**src/rtl/spi_shadow_ctrl.sv**
```systemverilog
// spi_shadow_ctrl: SPI slave that receives config/mouse/kempston/keyboard frames into shadow registers,
// committing each validated frame only while the Z80 is not reading the port.
module spi_shadow_ctrl #(
    parameter int SYNC_STAGES = 2,
    parameter bit KBD_INVERT  = 1'b1
) (
    input  logic        CLK14M,
    input  logic        RESET,
    input  logic        SPI_SCK,
    input  logic        SPI_NSS,
    input  logic        SPI_MOSI,
    input  logic [1:0]  SPI_A,
    input  logic        BUS_RD,
    output logic [7:0]  CFG,
    output logic [23:0] MOUSE,
    output logic [7:0]  KMPST,
    output logic [39:0] KBD,
    output logic        COMMIT_PEND,
    output logic [3:0]  ERR_CNT
);
    typedef enum logic {S_IDLE, S_SHIFT} state_t;

    logic [SYNC_STAGES-1:0]      r_sck_s, r_nss_s, r_mosi_s;
    logic [SYNC_STAGES-1:0][1:0] r_a_s;
    logic [SYNC_STAGES:0]        r_vld;
    logic                        r_sck_d, r_nss_d, r_arm;
    state_t                      r_state, w_next;
    logic [5:0]                  r_cnt;
    logic [39:0]                 r_sr, r_hold;
    logic [1:0]                  r_tgt, r_hold_tgt;
    logic                        w_sck, w_nss, w_mosi, w_flushed;
    logic                        w_sck_rise, w_nss_rise, w_nss_fall, w_start;
    logic                        w_shift_en, w_end, w_load, w_err, w_commit;
    logic [1:0]                  w_a;
    logic [5:0]                  w_exp;

    assign w_sck      = r_sck_s[SYNC_STAGES-1];
    assign w_nss      = r_nss_s[SYNC_STAGES-1];
    assign w_mosi     = r_mosi_s[SYNC_STAGES-1];
    assign w_a        = r_a_s[SYNC_STAGES-1];
    assign w_flushed  = r_vld[SYNC_STAGES];
    assign w_sck_rise = w_sck & ~r_sck_d;
    assign w_nss_rise = w_nss & ~r_nss_d;
    assign w_nss_fall = ~w_nss & r_nss_d;
    // Only a fall seen after NSS was genuinely high may open a frame, so a frame cut by reset never resumes.
    assign w_start    = r_arm & w_nss_fall;

    always_ff @(posedge CLK14M) begin
        if (RESET) begin
            r_sck_s  <= '0;
            r_nss_s  <= '1;
            r_mosi_s <= '0;
            r_a_s    <= '0;
            r_vld    <= '0;
            r_sck_d  <= 1'b0;
            r_nss_d  <= 1'b1;
            r_arm    <= 1'b0;
        end else begin
            r_sck_s  <= {r_sck_s[SYNC_STAGES-2:0], SPI_SCK};
            r_nss_s  <= {r_nss_s[SYNC_STAGES-2:0], SPI_NSS};
            r_mosi_s <= {r_mosi_s[SYNC_STAGES-2:0], SPI_MOSI};
            r_a_s    <= {r_a_s[SYNC_STAGES-2:0], SPI_A};
            r_vld    <= {r_vld[SYNC_STAGES-1:0], 1'b1};
            r_sck_d  <= w_sck;
            r_nss_d  <= w_nss;
            if (w_flushed && w_nss) r_arm <= 1'b1;
        end
    end

    always_ff @(posedge CLK14M) begin
        if (RESET) r_state <= S_IDLE;
        else r_state <= w_next;
    end

    always_comb begin
        w_next = r_state == S_IDLE ? (w_start ? S_SHIFT : S_IDLE) : (w_nss_rise ? S_IDLE : S_SHIFT);
    end

    always_comb begin
        w_exp      = r_tgt == 2'd3 ? 6'd40 : r_tgt == 2'd1 ? 6'd24 : 6'd8;
        w_shift_en = r_state == S_SHIFT && w_sck_rise && !w_nss_rise;
        w_end      = r_state == S_SHIFT && w_nss_rise;
        w_load     = w_end && r_cnt == w_exp && !COMMIT_PEND;
        w_err      = w_end && r_cnt != 6'd0 && !w_load;
        w_commit   = COMMIT_PEND && !BUS_RD;
    end

    always_ff @(posedge CLK14M) begin
        if (RESET) begin
            r_cnt       <= '0;
            r_sr        <= '0;
            r_tgt       <= '0;
            r_hold      <= '0;
            r_hold_tgt  <= '0;
            COMMIT_PEND <= 1'b0;
            ERR_CNT     <= '0;
            CFG         <= '0;
            MOUSE       <= '0;
            KMPST       <= '0;
            KBD         <= '0;
        end else begin
            if (w_start) begin
                r_tgt <= w_a;
                r_cnt <= '0;
            end
            if (w_shift_en) begin
                r_sr  <= {r_sr[38:0], w_mosi};
                r_cnt <= r_cnt + 6'(r_cnt != 6'd63);
            end
            if (w_load) begin
                r_hold      <= r_sr;
                r_hold_tgt  <= r_tgt;
                COMMIT_PEND <= 1'b1;
            end else if (w_commit) begin
                COMMIT_PEND <= 1'b0;
            end
            if (w_err && ERR_CNT != 4'hF) ERR_CNT <= ERR_CNT + 4'd1;
            if (w_commit && r_hold_tgt == 2'd0) CFG   <= r_hold[7:0];
            if (w_commit && r_hold_tgt == 2'd1) MOUSE <= r_hold[23:0];
            if (w_commit && r_hold_tgt == 2'd2) KMPST <= r_hold[7:0];
            if (w_commit && r_hold_tgt == 2'd3) KBD   <= KBD_INVERT ? ~r_hold : r_hold;
        end
    end
endmodule

```
**config.mk**
```make
export PLATFORM = sky130hd
export DESIGN_NAME = spi_shadow_ctrl
export DESIGN_NICKNAME = d
export VERILOG_FILES = /design/src/rtl/spi_shadow_ctrl.sv
export SDC_FILE = /design/constraint.sdc
export NUM_CORES = 1
export LEC_CHECK = 0
export ABC_AREA = 1
export BUFFER_PORTS_ARGS = -buffer_cell sky130_fd_sc_hd__buf_2
export CAP_MARGIN = 20
export CORE_ASPECT_RATIO = 0.8
export CORE_MARGIN = 2
export CORE_UTILIZATION = 49
export CTS_CLUSTER_DIAMETER = 150
export DETAILED_ROUTE_END_ITERATION = 8
export PLACE_DENSITY_LB_ADDON = 0.05
export SETUP_SLACK_MARGIN = 0.3
export SLEW_MARGIN = 30
export SYNTH_ARGS = -nofsm -noshare
export SYNTH_HDL_FRONTEND = slang
export SYNTH_SLANG_ARGS = --single-unit
```
**constraint.sdc**
```tcl
create_clock -name CLK14M -period 1.63 [get_ports CLK14M]
set_input_delay 0.163 -clock CLK14M [delete_from_list [all_inputs] [get_ports CLK14M]]
set_output_delay 0.163 -clock CLK14M [all_outputs]
set_load 0.02 [all_outputs]
```
==> reports/metrics.csv <==
stage;metric;value;unit
outcome;status;complete, no violations;
floorplanning;die_h;108;µm
floorplanning;rows;38;
hold_path;hold_end;COMMIT_PEND$_SDFFE_PP0P_;
logic_synthesis;synth_top_cell_by_area;dfxtp_1;
sta;hold_viol;0;
sta;max_slew_margin;75.5;%
cts;clk_latency;0.43;ns
logic_synthesis;yosysWarningCount;0;
worst_setup_path;r2r_end;r_hold[17]$_SDFFE_PP0P_;
worst_setup_path;worst_setup_path_start_kind;flop;
hold_path;hold_path_class;input port to flop;
global_route;grt_max_degree;104;
cts;clock_path_buffers;2;
floorplanning;die_w;134;µm
worst_setup_path;critPathCaptureType;flop;
global_route;first_global_vias;5160;
sta;timing.setup.tns;0;ns
floorplanning;ios;93;
sta;period_share;91.5;%
global_route;grt_usage;21.8;%
logic_synthesis;synth-seq-cells;192;
layout;n_antenna_cell;0;
logic_synthesis;yosysSeqAreaShare;57.7;%
placed_design;dpl.hpwl;9080;µm
cts;cts-root-buf;clkbuf_16;
hold_path;min_path_cells;3;
logic_synthesis;syn_area_per_cell;8.01;µm²
drt;drc;0;
power;p_leak;3.66;nW
power;finalPower;9.72;mW
placed_design;routabilityCongestion;0.787;
global_route;gr-total-overflow;0;
flow_run;maxCapViolCount;0;
power;pwr_density_cell;1110;nW/µm²
floorplanning;core_area;13400;µm²
global_route;grt_pass1_wl;25100;µm
worst_setup_path;r2r_setup_slack;0.14;ns
logic_synthesis;synth_top_area_share;57.7;%
logic_synthesis;netlist-cell-type-count;25;
cts;clock_sinks;192;
hold_path;min_from;BUS_RD;
floorplanning;start_util;49.7;%
sta;max_freq;671;MHz
layout;stdcell_area;8760;µm²
drt;drtAntennaViolNets;0;
sta;hold-worst-slack;0.0231;ns
global_route;antenna_found_initial;0;
drt;postRouteWirelength;16200;µm
worst_setup_path;required;1.99;ns
cts;numCtsBuffers;17;
logic_synthesis;synth_nets;842;
sta;fin_skew;0.00811;ns
placed_design;dpl-instance-area;7250;µm²
worst_setup_path;crit_arrival;1.85;ns
power;ir_drop;0.000742;V
sta;rsz0062_at_grt;yes;
floorplanning;die-area;14500;µm²
drt;vias_per_cell;5.09;
worst_setup_path;worstReg2RegStart;r_cnt[4]$_SDFFE_PP0P_;
layout;seq_area;3870;µm²
sta;setup_ws;0.139;ns
sta;worst_pin_slew;0.367;ns
sta;finalMaxSlewViolations;0;
sta;setup_viol;0;
layout;multi_input_area;2670;µm²
worst_setup_path;rr_worst_depth;12;
drt;route.vias.total;5744;
layout;finalCoreUtilization;65.3;%
cts;htree_num_levels;4;
placed_design;place_ws;0.136;ns
layout;area_delta_synth_final;31.5;%
placed_design;dpl.cell_count;1067;
layout;nFillCells;1118;
logic_synthesis;synth.cell_area;6660;µm²
worst_setup_path;cp_max_fo;6;
cts;cts_tree;built;
worst_setup_path;path_class;flop to flop;
drt;wl_per_cell;14.4;µm
logic_synthesis;synth_area_leaders;dfxtp_1 (58%), nor2_1 (16%), o21ai_0 (12%), a21oi_1 (4.0%), nand2_1 (1.5%);
layout;layout-drive-gt1-share;25.4;%
drt;dr.pass1.iters;5;
sta;finalCriticalPeriod;1.49;ns
layout;finalNonFillerCells;1129;
logic_synthesis;syn_inst;831;
placed_design;io_buffers;92;
drt;drtIter0Drc;404;
layout;num-nets-final;947;
cts;clk_pin_slew;0.07;ns
-- critical path, cell delays in order (launching register included) --
cell	delay [ns]
dfxtp_4	0.38
inv_4	0.08
nand2_1	0.05
nand2_1	0.06
nand2_1	0.05
nor2_1	0.13
nand2_2	0.12
inv_4	0.10
buf_12	0.11
buf_12	0.11
buf_16	0.12
nor2_4	0.03
nor2_2	0.09
-- logic make-up after synthesis --
logic type      synth area share [%]
simple gates                    19.4
flops                           57.7
fa+ha+maj                      0.564
buf+inv                         5.56
xor+xnor                       0.132
compound gates                  16.6
-- synth_stat cells, drive strengths merged --
cell type / n
a21oi: 53
xor2: 1
dfxtp: 192
buf: 23
inv: 31
o211ai: 1
nand2: 27
nor2: 287
or2: 2
o21ai: 167
clkinv: 1
nand4: 1
clkbuf: 26
nand3: 15
ha: 3
nand3b: 1
-- what timing repair did --
action	CTS	global route
pin swaps	16	19
cloned	6	5
setup endpoints to repair	131	148
resized for setup	87	58
buffers inserted	7	7
hold buffers	5	0
endpoints found under the hold margin	5	0
-- worst max path at each step --
stage,startpoint,end,slack (ns),cells past startpoint
2_1_floorplan,r_cnt[2]$_SDFFE_PP0P_,r_cnt[4]$_SDFFE_PP0P_,0.31,9
3_3_place_gp,r_nss_s[1]$_SDFF_PP1_,r_hold[34]$_SDFFE_PP0P_,0.18,8
3_5_place_dp,r_nss_s[1]$_SDFF_PP1_,r_hold[22]$_SDFFE_PP0P_,0.14,8
4_1_cts,r_nss_d$_SDFF_PP1_,r_hold[37]$_SDFFE_PP0P_,0.19,12
5_1_grt,r_cnt[4]$_SDFFE_PP0P_,r_hold[37]$_SDFFE_PP0P_,0.07,12
6_report,r_cnt[4]$_SDFFE_PP0P_,r_hold[17]$_SDFFE_PP0P_,0.14,12
-- flip-flops by register name (all words and copies together), names as in the netlist, 2 cells and up --
signal,flops
r_hold,40
w_a,2
r_sck_s,2
r_vld,3
r_cnt,6
MOUSE,24
r_hold_tgt,2
r_mosi_s,2
r_tgt,2
CFG,8
r_nss_s,2
KMPST,8
r_sr,40
ERR_CNT,4
r_a_s,2
KBD,40
-- layer usage --
layer	up-vias	routed length (µm)	GRT usage, %
met4	0	255	7.89
met1	2655	7770	29.6
li1	2922	-	-
met5	-	0	0
met2	144	7420	34.3
met3	23	783	5.16
-- layout make-up --
type	instances	share of cell area, %
Sequential cell	192	44.2
Multi-Input combinational cell	558	30.5
Timing Repair Buffer	135	13.1
Clock buffer	24	5.73
Tap cell	180	2.57
Clock inverter	8	2.24
Inverter	32	1.61
-- report_power, final --
| part | switching [mW] | internal, mW |
|---|---|---|
| clock network | 1.71 | 3.09 |
| registers | 0.00878 | 4.70 |
| logic | 0.129 | 0.0778 |
-- cells in the final DEF (no fill, tap or decap), drive strengths merged, types with 2 or more instances in the layout --
cell type | netlist | routed
a21oi | 53 | 53
buf | 23 | 125
bufinv | 0 | 6
clkbuf | 26 | 29
clkinv | 1 | 3
dfxtp | 192 | 192
dlygate4sd3 | 0 | 5
ha | 3 | 3
inv | 31 | 31
nand2 | 27 | 27
nand3 | 15 | 15
nor2 | 287 | 287
o21ai | 167 | 167
or2 | 2 | 2
(Power assumes the default switching activity.)
